[src/rtl/boron_xor_layer_pipe.sv]
// Pipelined forward/inverse Boron XOR diffusion layer with valid/ready flow control and tag sideband.
// Define BORON_XOR_STATS_EN to add the blk_count delivered-block counter.
module boron_xor_layer_pipe #(
    parameter int unsigned WORD_W     = 16,
    parameter int unsigned PIPE_DEPTH = 2,
    parameter int unsigned TAG_W      = 4
) (
    input  logic                  clk,
    input  logic                  rst_n,
    input  logic                  flush,
    input  logic                  in_valid,
    output logic                  in_ready,
    input  logic                  in_mode,
    input  logic [4*WORD_W-1:0]   in_data,
    input  logic [TAG_W-1:0]      in_tag,
    output logic                  out_valid,
    input  logic                  out_ready,
    output logic [4*WORD_W-1:0]   out_data,
    output logic [TAG_W-1:0]      out_tag
`ifdef BORON_XOR_STATS_EN
    ,
    output logic [31:0]           blk_count
`endif
);

    localparam int unsigned BlkW = 4 * WORD_W;

    function automatic logic [BlkW-1:0] mix(input logic inv, input logic [BlkW-1:0] x);
        logic [WORD_W-1:0] w0, w1, w2, w3;
        logic [WORD_W-1:0] y0, y1, y2, y3;
        w0 = x[WORD_W-1:0];
        w1 = x[2*WORD_W-1:WORD_W];
        w2 = x[3*WORD_W-1:2*WORD_W];
        w3 = x[4*WORD_W-1:3*WORD_W];
        if (!inv) begin
            y0 = w0 ^ w1 ^ w3;
            y1 = w1 ^ w3;
            y2 = w0 ^ w2;
            y3 = w0 ^ w2 ^ w3;
        end else begin
            y0 = w0 ^ w1;
            y1 = w1 ^ w2 ^ w3;
            y2 = w0 ^ w1 ^ w2;
            y3 = w2 ^ w3;
        end
        return {y3, y2, y1, y0};
    endfunction

    logic [PIPE_DEPTH-1:0] v_q, v_d;
    logic [PIPE_DEPTH-1:0] rdy;
    logic [PIPE_DEPTH-1:0] load;
    logic [BlkW-1:0]       data_q [PIPE_DEPTH];
    logic [TAG_W-1:0]      tag_q  [PIPE_DEPTH];
    logic [BlkW-1:0]       mixed;

    assign mixed = mix(in_mode, in_data);

    // A stage can take a beat if it is empty or its successor moves on; bubbles collapse.
    always_comb begin
        rdy = '0;
        rdy[PIPE_DEPTH-1] = !v_q[PIPE_DEPTH-1] | out_ready;
        for (int k = int'(PIPE_DEPTH) - 2; k >= 0; k--) begin
            rdy[k] = !v_q[k] | rdy[k+1];
        end
    end

    always_comb begin
        v_d  = v_q;
        load = '0;
        if (rdy[0]) begin
            v_d[0]  = in_valid;
            load[0] = in_valid;
        end
        for (int k = 1; k < int'(PIPE_DEPTH); k++) begin
            if (rdy[k]) begin
                v_d[k]  = v_q[k-1];
                load[k] = v_q[k-1];
            end
        end
        // flush wins over any transfer in the same cycle, including the input beat
        if (flush) begin
            v_d  = '0;
            load = '0;
        end
    end

    always_ff @(posedge clk or negedge rst_n) begin
        if (!rst_n) begin
            v_q <= '0;
            for (int k = 0; k < int'(PIPE_DEPTH); k++) begin
                data_q[k] <= '0;
                tag_q[k]  <= '0;
            end
        end else begin
            v_q <= v_d;
            if (load[0]) begin
                data_q[0] <= mixed;
                tag_q[0]  <= in_tag;
            end
            for (int k = 1; k < int'(PIPE_DEPTH); k++) begin
                if (load[k]) begin
                    data_q[k] <= data_q[k-1];
                    tag_q[k]  <= tag_q[k-1];
                end
            end
        end
    end

    assign in_ready  = rdy[0];
    assign out_valid = v_q[PIPE_DEPTH-1];
    assign out_data  = data_q[PIPE_DEPTH-1];
    assign out_tag   = tag_q[PIPE_DEPTH-1];

`ifdef BORON_XOR_STATS_EN
    logic [31:0] blk_count_q;

    // Not cleared by flush; wraps naturally.
    always_ff @(posedge clk or negedge rst_n) begin
        if (!rst_n) begin
            blk_count_q <= '0;
        end else if (out_valid & out_ready) begin
            blk_count_q <= blk_count_q + 32'd1;
        end
    end

    assign blk_count = blk_count_q;
`endif

endmodule

[config.mk]
export PLATFORM = sky130hd
export DESIGN_NAME = boron_xor_layer_pipe
export DESIGN_NICKNAME = d
export VERILOG_FILES = /design/src/rtl/boron_xor_layer_pipe.sv
export SDC_FILE = /design/constraint.sdc
export NUM_CORES = 1
export LEC_CHECK = 0
export CAP_MARGIN = 20
export CORE_AREA = 2 2 116 118
export DETAILED_ROUTE_END_ITERATION = 6
export DIE_AREA = 0 0 118 120
export PLACE_DENSITY = 0.82
export SLEW_MARGIN = 15
export SYNTH_ARGS = -nofsm -noshare
export SYNTH_HDL_FRONTEND = slang
export SYNTH_SLANG_ARGS = --single-unit
export TNS_END_PERCENT = 5
[constraint.sdc]
create_clock -name clk -period 4.2 [get_ports clk]
set_input_delay 0.84 -clock clk [delete_from_list [all_inputs] [get_ports clk]]
set_output_delay 0.84 -clock clk [all_outputs]
set_load 0.01 [all_outputs]
==> reports/results.txt, run 1 <==
Status: complete, no violations
Tcrit/Tclk final: 0.705
Die area: 0.0142 mm2
Resized Gates After CTS: 0
Routed vias/inst: 4.95
Hold WS: 0.440 ns
Cell taking the most area after synthesis: sky130_fd_sc_hd__dfrtp_1
Summed area of non-filler cells in the final layout: 0.00885 mm2
Horizontal die dimension: 118 um
Path class of the lowest-slack min-delay path: primary input to async pin
Arrival time worst endpoint: 2.12 ns
Total routing resource utilization after global routing: 0.197
Total detailed-routing wirelength: 13200 um
Non-filler cells, final: 831
Most frequent standard cell in the layout excluding fill and tap cells: sky130_fd_sc_hd__clkdlybuf4s50_1
Initial cell density of the core: 0.548
Count of nets left with antenna violations after detail routing: 0
Cts-stage hold buffer count: 0
Total placed instance area: 0.00819 mm2
Area fraction of the dominant cell type after synthesis: 0.485
Chip Height: 120 um
Worst slew slack as a fraction of its limit: 0.520
Latest clock arrival within the worst-skew pair: 0.42 ns
Number of placed cells counting well taps: 798
Syn Std Cell Area: 0.00712 mm2
PnR worst setup slack: 1.24 ns
Power Total: 4.92 mW
Highest Clock Rate: 338 MHz
Cells along the critical path: clkdlybuf4s50_1, nand3b_1, clkdlybuf4s50_1
Critical Path Most Common Cell: sky130_fd_sc_hd__clkdlybuf4s50_1
R2R cell count: 4
Reg clk slew, reported paths: 0.05 ns
Drt wl/cell: 15.9 um
Type of destination of the critical path: output port
Synth warn: 0
Pin count of the biggest net entering global routing: 81
Final net count: 716
Drt first pass iters: 4
Leading cell types in the layout, fill and taps excluded: sky130_fd_sc_hd__clkdlybuf4s50_1 (141), sky130_fd_sc_hd__dfrtp_1 (138), sky130_fd_sc_hd__mux2_2 (113)
Critical Path Fanout Max: 3
Worst setup path category: primary input to output port
Clock skew after layout: 0.0111 ns
First-pass GRT wire length: 21700 um
WP data required: 3.36 ns
Area of the core: 0.0130 mm2
Post-detailed-placement half-perimeter wirelength: 9080 um
Finish-stage setup viols: 0
Vias in the first global route: 4384
Final core area utilization: 0.682
Unrepaired setup endpoints after global routing: no
Max-slew violations: 0
Number of buffers created by CTS: 17
Largest incremental delay on the critical path: 0.59 ns
DRC violation total after the first TritonRoute iteration: 175
Pwr/cell area: 556 mW/mm2
Cell row count: 42
Dpl ws: 1.24 ns
Maximum vdd ir drop: 0.261 mV
Sink Count: 138
Grt total ovfl: 0
Kind of start point of the critical path: primary input
Maximum root-to-sink buffer count: 2
Number of synthesized register bits: 138
Total via count after detailed routing: 4116
Number of antenna violations at the first check in global routing: 0
Fraction of the yosys area taken by sequential cells: 0.485
Register-to-register setup slack: 2.39 ns
Total of max-cap violations: 0
CTS tree: built
Number of antenna diodes: 0
Crit path max-delay cell type: sky130_fd_sc_hd__clkdlybuf4s50_1
Final Critical Period: 2.96 ns
Setup fix buffers added after clock tree synthesis: 0
Global placer's final weighted congestion: 0.772
Net count of the mapped netlist: 637
Static Leakage: 3.60 nW
Synth-to-layout area growth: 24.3%
Launch point of the worst reg-to-reg path: v_q[0]
Terminus of the critical flop-to-flop path: data_q[78]
Root Driver: sky130_fd_sc_hd__clkbuf_16
Top area cells in the synthesized netlist: sky130_fd_sc_hd__dfrtp_1 (49%), sky130_fd_sc_hd__mux2_2 (18%), sky130_fd_sc_hd__xnor2_1 (12%)
Hold violation total from the final report: 0
Fraction of final layout cells with drive strength greater than 1: 0.234
Maximum level of the CTS H-tree: 4
Number of buffers inserted by port buffering: 143
I/O pin count: 144
Mean instance size in the synthesized netlist: 12.6 um2
Number of distinct library cell variants in the gate-level netlist after synthesis: 17
Number of design rule violations left after detail routing: 0
Sum of negative setup slack: 0 ns
Worst-margin pin slew: 0.721 ns
Cell count after synthesis: 563
-- cells by family after synthesis --
kind of cell,count (synthesis),synth area share
AOI/OAI and AO/OA,1,0.000703
buffers and inverters,90,0.0899
DFF,138,0.485
xor gates and xnor gates,128,0.158
and+or+nand+nor,70,0.0513
muxes,136,0.215
-- worst max-delay path, delay by kind of cell --
kind	cells	cell delay [ns]
and+or+nand+nor	1	0.21
buffers and inverters	2	1.06
-- worst max path at each step --
stage	slack [ns]	endpoint	start	cells past startpoint
after floorplan	2.17	data_q[122]	out_ready	5
after global placement	1.30	in_ready	out_ready	3
after detailed placement	1.24	in_ready	out_ready	3
after CTS	1.24	in_ready	out_ready	3
after global routing	1.21	in_ready	out_ready	3
final	1.24	in_ready	out_ready	3
-- power by group --
group	leakage (nW)	switching [mW]	internal, mW
registers	1.64	0.219	1.75
logic	1.65	0.513	0.886
clock network	0.313	0.526	1.02
total	3.60	1.26	3.66
-- cell usage after synthesis, drive strengths merged --
library cell / instances
xnor2: 96
buf: 87
nor2b: 33
clkbuf: 2
nor3b: 1
nand2: 32
mux2: 136
nor2: 2
a21oi: 1
inv: 1
nand3b: 2
dfrtp: 138
xor2: 32
-- state kept, by name, indices dropped and copies added (netlist names) --
name	count
out_tag	4
data_q	64
tag_q	4
out_data	64
v_q	2
-- layout make-up --
| cell class | count | area [um2] |
|---|---|---|
| Clock buffer | 25 | 515 |
| Clock inverter | 7 | 110 |
| Fill cell | 950 | 4130 |
| Inverter | 1 | 3.75 |
| Multi-Input combinational cell | 335 | 3040 |
| Sequential cell | 138 | 3450 |
| Tap cell | 176 | 220 |
| Timing Repair Buffer | 149 | 1510 |
-- layer usage --
| metal | vias up | track usage | routed length, um |
|---|---|---|---|
| met4 | 0 | 0.0843 | 331 |
| met3 | 23 | 0.0627 | 527 |
| met5 | - | 0 | 0 |
| li1 | 1933 | - | - |
| met2 | 98 | 0.326 | 6600 |
| met1 | 2062 | 0.239 | 5750 |
No activity file was read; power rests on OpenSTA's default activity.
==> run 2, diff against run 1 <==
--- a/config.mk
+++ b/config.mk
@@ -6,10 +6,10 @@
 export NUM_CORES = 1
 export LEC_CHECK = 0
 export CAP_MARGIN = 20
-export CORE_AREA = 2 2 116 118
+export CORE_AREA = 2 2 127 129
 export DETAILED_ROUTE_END_ITERATION = 6
-export DIE_AREA = 0 0 118 120
-export PLACE_DENSITY = 0.82
+export DIE_AREA = 0 0 129 131
+export PLACE_DENSITY = 0.72
 export SLEW_MARGIN = 15
 export SYNTH_ARGS = -nofsm -noshare
 export SYNTH_HDL_FRONTEND = slang
==> constraint.sdc (replaced) <==
create_clock -name clk -period 2.5 [get_ports clk]
set_input_delay 0.5 -clock clk [delete_from_list [all_inputs] [get_ports clk]]
set_output_delay 0.5 -clock clk [all_outputs]
set_load 0.01 [all_outputs]
==> run 2 against run 1 <==
Sequential power rose by 68%; flip-flop and latch count did not move; critical path depth did not move; count of clock-buffer cells in the layout fell by 4; combinational power rose by 69%; hold slack got worse by 0.40 ns; clock power rose by 61%; sequential share of layout area fell by 0.30 points; global-route usage fell by 3.0 points; total power rose by 66%.
==> reports/results.txt, run 2 (same netlist as run 1, synthesis figures left out) <==
Highest-utilization routing layer at the global route stage: met2
Launch point of the critical path: out_ready
Final Critical Period: 2.27 ns
Leading cell types in the layout, fill and taps excluded: sky130_fd_sc_hd__clkdlybuf4s50_1 (141), sky130_fd_sc_hd__dfrtp_1 (138), sky130_fd_sc_hd__mux2_2 (113)
Setup fix buffers added after clock tree synthesis: 0
Total of max-cap violations: 0
Initial cell density of the core: 0.456
Met2 Usage GRT: 0.287
Sink Count: 138
Worst slew slack as a fraction of its limit: 0.609
Pwr/cell area: 916 mW/mm2
Chip Height: 131 um
Number of fill cells in the layout: 1322
Area of the core: 0.0156 mm2
Status: complete, no violations
First-pass GRT wire length: 21700 um
Dpl ws: 0.214 ns
Count of nets left with antenna violations after detail routing: 0
Final net count: 719
Cell row count: 46
Max-slew violations: 0
Proportion of power drawn by the clock network: 0.306
Total routing resource utilization after global routing: 0.167
Met1 Track Usage GR: 0.203
Die area: 0.0169 mm2
Unrepaired setup endpoints after global routing: no
Highest Clock Rate: 440 MHz
Launch point of the worst reg-to-reg path: v_q[1]
Total detailed-routing wirelength: 13400 um
Number of antenna violations at the first check in global routing: 0
Power Total: 8.17 mW
Total via count after detailed routing: 4058
Horizontal die dimension: 129 um
DRC violation total after the first TritonRoute iteration: 159
Sw Share: 0.258
Pin count of the biggest net entering global routing: 61
PnR worst setup slack: 0.228 ns
CTS tree: built
Maximum level of the CTS H-tree: 4
Worst-margin pin slew: 0.586 ns
Register share of total power: 0.405
Number of buffers inserted by port buffering: 143
Root Driver: sky130_fd_sc_hd__clkbuf_16
Maximum vdd ir drop: 0.502 mV
Tcrit/Tclk final: 0.909
WP data required: 2.00 ns
GRT met3 Usage: 0.0513
Cts-stage hold buffer count: 0
Path class of the lowest-slack min-delay path: primary input to async pin
Routed vias/inst: 4.66
Hold violation total from the final report: 0
Vias in the first global route: 4314
Combinational share of power: 0.289
Clock skew after layout: 0.00636 ns
Number of design rule violations left after detail routing: 0
Drt wl/cell: 15.4 um
Critical Path Fanout Max: 3
Synth-to-layout area growth: 25.3%
Resized Gates After CTS: 0
Static Leakage: 3.60 nW
Switching power summed over all nets: 2.11 mW
Number of antenna diodes: 0
Number of buffers created by CTS: 17
Finish-stage setup viols: 0
Internal power contribution: 6.06 mW
Global placer's final weighted congestion: 0.763
Grt total ovfl: 0
Reg clk slew, reported paths: 0.05 ns
Arrival time worst endpoint: 1.77 ns
Type of destination of the critical path: output port
Latest clock arrival within the worst-skew pair: 0.41 ns
Drt first pass iters: 4
Fraction of final layout cells with drive strength greater than 1: 0.235
Sum of negative setup slack: 0 ns
Maximum root-to-sink buffer count: 2
Worst setup path category: primary input to output port
Post-detailed-placement half-perimeter wirelength: 9450 um
Most frequent standard cell in the layout excluding fill and tap cells: sky130_fd_sc_hd__clkdlybuf4s50_1
I/O pin count: 144
Kind of start point of the critical path: primary input
==> run 2: final cells by class <==
type                    instances  area, um2  area share
clock buffers                  21        470      0.0528
clock inverters                 8        120      0.0135
inverters                       1       3.75    0.000421
multi-input cells             335       3040       0.341
flip-flops and latches        138       3450       0.387
well taps                     216        270      0.0303
repair buffers                152       1560       0.175
==> run 2: per-stage QoR <==
stage                     cells  hold WS [ns]   util  instance area, um2
after floorplan             563         0.204      -                7120
after global placement      842         0.466  0.534                8320
after detailed placement    842         0.479  0.534                8320
after CTS                   871        0.0673  0.571                8910
after global routing        871        0.0768  0.571                8910
final                       871        0.0380  0.571                8910
==> run 2: path summary, 6_finish.rpt <==
path                                 to  slack, ns  cells past startpoint
setup / recovery               in_ready       0.23                      3
setup reg to reg           out_data[27]       0.85                      4
max in group asynchronous  out_data[62]       1.75                      2
hold / removal             out_data[45]       0.04                      1
hold reg to reg            out_data[50]       0.48                      1
min in group clk           out_data[50]       0.48                      1
==> run 2: critical path: stages <==
cell	delay [ns]
sky130_fd_sc_hd__clkdlybuf4s50_1	0.49
sky130_fd_sc_hd__nand3b_1	0.21
sky130_fd_sc_hd__clkdlybuf4s50_1	0.57
==> run 2: power by group through the flow <==
stage	Clock, mW	Sequential [mW]	Combinational, mW
2_1_floorplan	0	3.20	1.76
3_3_place_gp	0	3.32	2.34
3_5_place_dp	0	3.35	2.39
4_1_cts	2.57	3.32	2.41
5_1_grt	2.67	3.41	2.55
6_report	2.50	3.31	2.36
==> run 2: layer usage <==
| layer | wire [um] | part of all wire |
|---|---|---|
| met5 | 0 | 0 |
| met4 | 157 | 0.012 |
| met3 | 629 | 0.047 |
| met2 | 6750 | 0.50 |
| met1 | 5870 | 0.44 |
==> edit 1: new RTL, flow settings as in run 2 <==
The parameter `PIPE_DEPTH` goes from 2 to 1.
--- a/src/rtl/boron_xor_layer_pipe.sv
+++ b/src/rtl/boron_xor_layer_pipe.sv
@@ -4,3 +4,3 @@
     parameter int unsigned WORD_W     = 16,
-    parameter int unsigned PIPE_DEPTH = 2,
+    parameter int unsigned PIPE_DEPTH = 1,
     parameter int unsigned TAG_W      = 4
Check against the original RTL: not equivalent (a bounded check fails within 4 cycles, from zero or initial values and one cycle with rst_n low).
==> edit 1 against run 2 <==
Non-clock buffer count down 6; area after synthesis decreased by 43%; sequential cell count decreased by 69; clock power fell by 52%; worst setup slack better by 150 ps; final area shrank 33%; combinational power decreased by 34%; synthesized cell count fell by 38%; critical endpoint unchanged; power fell by 47%; routed wire length fell by 30%; sequential power decreased by 53%; via count fell by 28%; global-route usage shrank 5.3 points.
==> edit 1: results <==
metrics = {
    "final_layout": {
        "nets": 565,
        "drive_above_1_share_pct": 17.2,
    },
    "setup_path": {
        "r2r-end": "out_data[34]",
        "r2r_start": "out_valid",
        "arrival_ps": 1630,
        "critPathMaxStageDelay_ps": 520,
        "r2r_setup_slack_ps": 940,
    },
    "yosys": {
        "yosysUniqueCellTypes": 15,
        "synth_area_leaders": "dfrtp_1 (43%), xnor2_1 (21%), mux2_2 (18%)",
        "synth_common_cells": "xnor2_1 (96), dfrtp_1 (69), mux2_2 (65)",
        "syn_nets": 422,
        "ys_seq_area_share_pct": 42.5,
    },
    "cts": {
        "worstSkewPairLatency_ps": 330,
        "cts.htree.levels": 3,
        "cts_buffers": 9,
    },
    "outcome": {
        "outcome": "finished clean",
    },
    "detailed_routing": {
        "num_vias": 2905,
        "drt-initial-drc-count": 55,
        "drt-pass1-iter-count": 2,
        "wl_per_cell_um": 13.2,
    },
    "grt": {
        "grt_pass1_vias": 3084,
        "grt_use_total_pct": 11.5,
    },
    "placement": {
        "dp_hpwl_mm": 6.93,
        "globalplace.congestion": 0.760,
        "place_area_um2": 5730,
        "dp_slack_ps": 369,
    },
    "sta": {
        "relSlewSlack_pct": 39.3,
        "clock_skew_ps": 5.54,
    },
    "pwr": {
        "leakage_uw": 0.00228,
    },
}
edit 1: cell types whose count changed after synthesis, moves of 4 or more:
cell and delta:
buf_2 -4, dfrtp_1 -69, mux2_2 -48, mux2_1 -20
buf_4 -71
edit 1: cell type report:
cell class              instances  area, um^2
clock buffers                  14         274
inverters                       1        3.75
multi-input cells             264        2250
fillers                      1509        9590
repair buffers                146        1480
well taps                     216         270
flip-flops and latches         69        1730
clock inverters                 1        5.00
edit 1: worst reg2reg max path, cell delays in order, from the launching register on:
cell and delay [ps]:
dfrtp_1 380, nor2b_4 140, nor3b_4 280, buf_12 260, mux2_2 380
edit 1: stage by stage:
step	utilization [%]	hold WS (ps)	cells
after floorplan	-	204	348
after global placement	36.7	468	696
after detailed placement	36.7	480	696
after CTS	38.5	330	711
after global routing	38.5	378	711
final	38.5	294	711
edit 1: per-layer routing:
metal | vias up | routed length [um] | track usage, %
met5 | - | 0 | 0
met3 | 14 | 734 | 3.91
met1 | 1387 | 4010 | 13.7
met2 | 98 | 4410 | 18.6
li1 | 1406 | - | -
met4 | 0 | 194 | 5.43
edit 1: worst min path at each step:
stage | from | to | slack [ps]
after CTS | rst_n | out_tag[1] | 330
after detailed placement | out_tag[2] | out_tag[2] | 480
final | rst_n | out_tag[1] | 290
after global routing | rst_n | out_tag[1] | 380
after global placement | out_tag[2] | out_tag[2] | 470
after floorplan | rst_n | out_data[0] | 200
edit 1: logic make-up after synthesis:
logic type	after synthesis	share of synthesized area (%)
muxes	68	18.9
and+or+nand+nor	68	8.88
xor gates and xnor gates	128	27.6
buffers and inverters	15	2.13
DFF	69	42.5
edit 1: where the power goes:
part	internal (uW)	switching [uW]	total, uW
Combinational	984	577	1560
Clock	746	443	1190
Sequential	1410	156	1570
Total	3140	1180	4320
==> edit 2: new RTL, settings of run 2 <==
Without the edit above. Add an input register stage for `in_mode`, cleared by the reset; this delays it by one clock. The other inputs are not delayed to match.
--- a/src/rtl/boron_xor_layer_pipe.sv
+++ b/src/rtl/boron_xor_layer_pipe.sv
@@ -26,2 +26,12 @@
     localparam int unsigned BlkW = 4 * WORD_W;
+
+    logic in_mode_q;
+
+    always_ff @(posedge clk or negedge rst_n) begin
+        if (!rst_n) begin
+            in_mode_q <= '0;
+        end else begin
+            in_mode_q <= in_mode;
+        end
+    end
 
@@ -55,3 +65,3 @@
 
-    assign mixed = mix(in_mode, in_data);
+    assign mixed = mix(in_mode_q, in_data);
 
Behaviour: not the same (Yosys sat finds a counterexample within 4 cycles, from zero or initial values and one cycle with rst_n low).
==> edit 2 against run 2 <==
Power rose by 0.65%; final cell count rose by 0.34%; worst setup slack improved by 18 ps; final area rose by 0.52%; routed wire length rose by 6.1%; largest power group unchanged; area after synthesis rose by 0.35%; sequential cell count rose by 1.
==> edit 2: results <==
metrics = {
    "setup_path": {
        "arrival_ps": 1750,
        "reg2regPathDepth": 4,
        "cp_max_fo": 3,
        "r2r_setup_slack_ps": 860,
    },
    "final_layout": {
        "diodes": 0,
        "drive_above_1_share_pct": 23.7,
        "nFillCells": 1284,
        "nets": 720,
    },
    "yosys": {
        "async_flop_share_pct": 100,
        "syn_nets": 638,
        "syn_area_per_cell_um2": 12.7,
        "synth_common_cells": "dfrtp_1 (139), mux2_2 (113), xnor2_1 (96)",
        "yosysUniqueCellTypes": 17,
        "synth_area_leaders": "dfrtp_1 (49%), mux2_2 (18%), xnor2_1 (12%)",
        "synth_warnings": 0,
        "ys_seq_area_share_pct": 48.7,
    },
    "cts": {
        "cts-resized-gates": 0,
        "holdBufCountCts": 0,
        "cts.htree.levels": 4,
        "post-cts-setup-buffers": 0,
        "clk_path_buf_depth": 2,
        "worstSkewPairLatency_ps": 420,
        "clk_pin_slew_ps": 60,
        "ctsRootBufferMaster": "clkbuf_16",
        "cts_buffers": 17,
    },
    "outcome": {
        "outcome": "finished clean",
    },
    "detailed_routing": {
        "num_vias": 4101,
        "met3_length_um": 519,
        "drt-initial-drc-count": 145,
        "routed-wl-met2_mm": 7.00,
        "drt-pass1-iter-count": 4,
        "top_layer_used": "met4",
        "wl_met1_mm": 6.33,
        "finalWirelength_mm": 14.2,
        "wl_per_cell_um": 16.3,
    },
    "pwr": {
        "ir_worst_vdd_mv": 0.464,
        "leakage_uw": 0.00361,
        "internal_power_uw": 6030,
    },
    "placement": {
        "dp_slack_ps": 248,
        "dp.cells": 843,
        "dp_hpwl_mm": 10.2,
        "io_buffers": 143,
        "globalplace.congestion": 0.817,
    },
    "grt": {
        "antenna_found_initial": 0,
        "grt_pass1_vias": 4356,
        "grt_max_degree": 66,
        "grt_use_total_pct": 18.0,
        "grt_pass1_wl_mm": 22.8,
    },
    "sta": {
        "fin_crit_ps": 2250,
        "relSlewSlack_pct": 57.7,
        "clock_skew_ps": 8.23,
        "whs_ps": 78.6,
    },
    "min_path": {
        "hold_path_class": "in2async",
    },
    "run": {
        "drv_cap": 0,
    },
}
edit 2: layout make-up:
class / count / area (um^2) / share of cell area [%]
clock inverters: 12 / 150 / 1.68
flip-flops and latches: 139 / 3480 / 38.8
clock buffers: 19 / 443 / 4.94
well taps: 216 / 270 / 3.02
repair buffers: 152 / 1580 / 17.6
multi-input cells: 335 / 3040 / 33.9
inverters: 1 / 3.75 / 0.0419
edit 2: worst max-delay path, cell delays in order:
cell and delay [ps]:
clkdlybuf4s50_1 480, nand3b_1 200, clkdlybuf4s50_1 580
edit 2: layer usage:
layer,global-route usage [%],vias up
li1,-,1937
met1,22.6,2062
met2,29.3,78
met3,4.85,24
met5,0,-
met4,8.12,0
edit 2: worst paths after layout:
kind	from	end
hold reg to reg	out_data[62]	out_data[62]
max in group asynchronous	rst_n	data_q[110]
setup reg to reg	v_q[1]	out_tag[1]
setup / recovery	out_ready	in_ready
min in group clk	out_data[62]	out_data[62]
hold / removal	rst_n	out_data[32]
edit 2: power by group through the flow:
stage / Combinational, uW / Clock, uW / Sequential (uW)
floorplan: 1760 / 0 / 3210
global placement: 2380 / 0 / 3320
detailed placement: 2420 / 0 / 3350
CTS: 2440 / 2580 / 3320
global route: 2580 / 2680 / 3410
finish: 2390 / 2520 / 3310
edit 2: stage by stage:
step                      total power (uW)  util, %  area, um^2
after CTS                             8340     57.4        8960
after global routing                  8670     57.4        8960
after global placement                5700     53.6        8370
after detailed placement              5780     53.6        8370
final                                 8220     57.4        8960
after floorplan                       4970        -        7140
edit 2: logic make-up (layout without fill, tap and decap cells):
group,after synthesis,after routing,share of synthesized area [%]
simple gates,70,70,5.12
buf+inv,90,184,8.95
xor+xnor,128,128,15.7
mux,136,136,21.4
flops,139,139,48.7
compound gates,1,1,0.0700
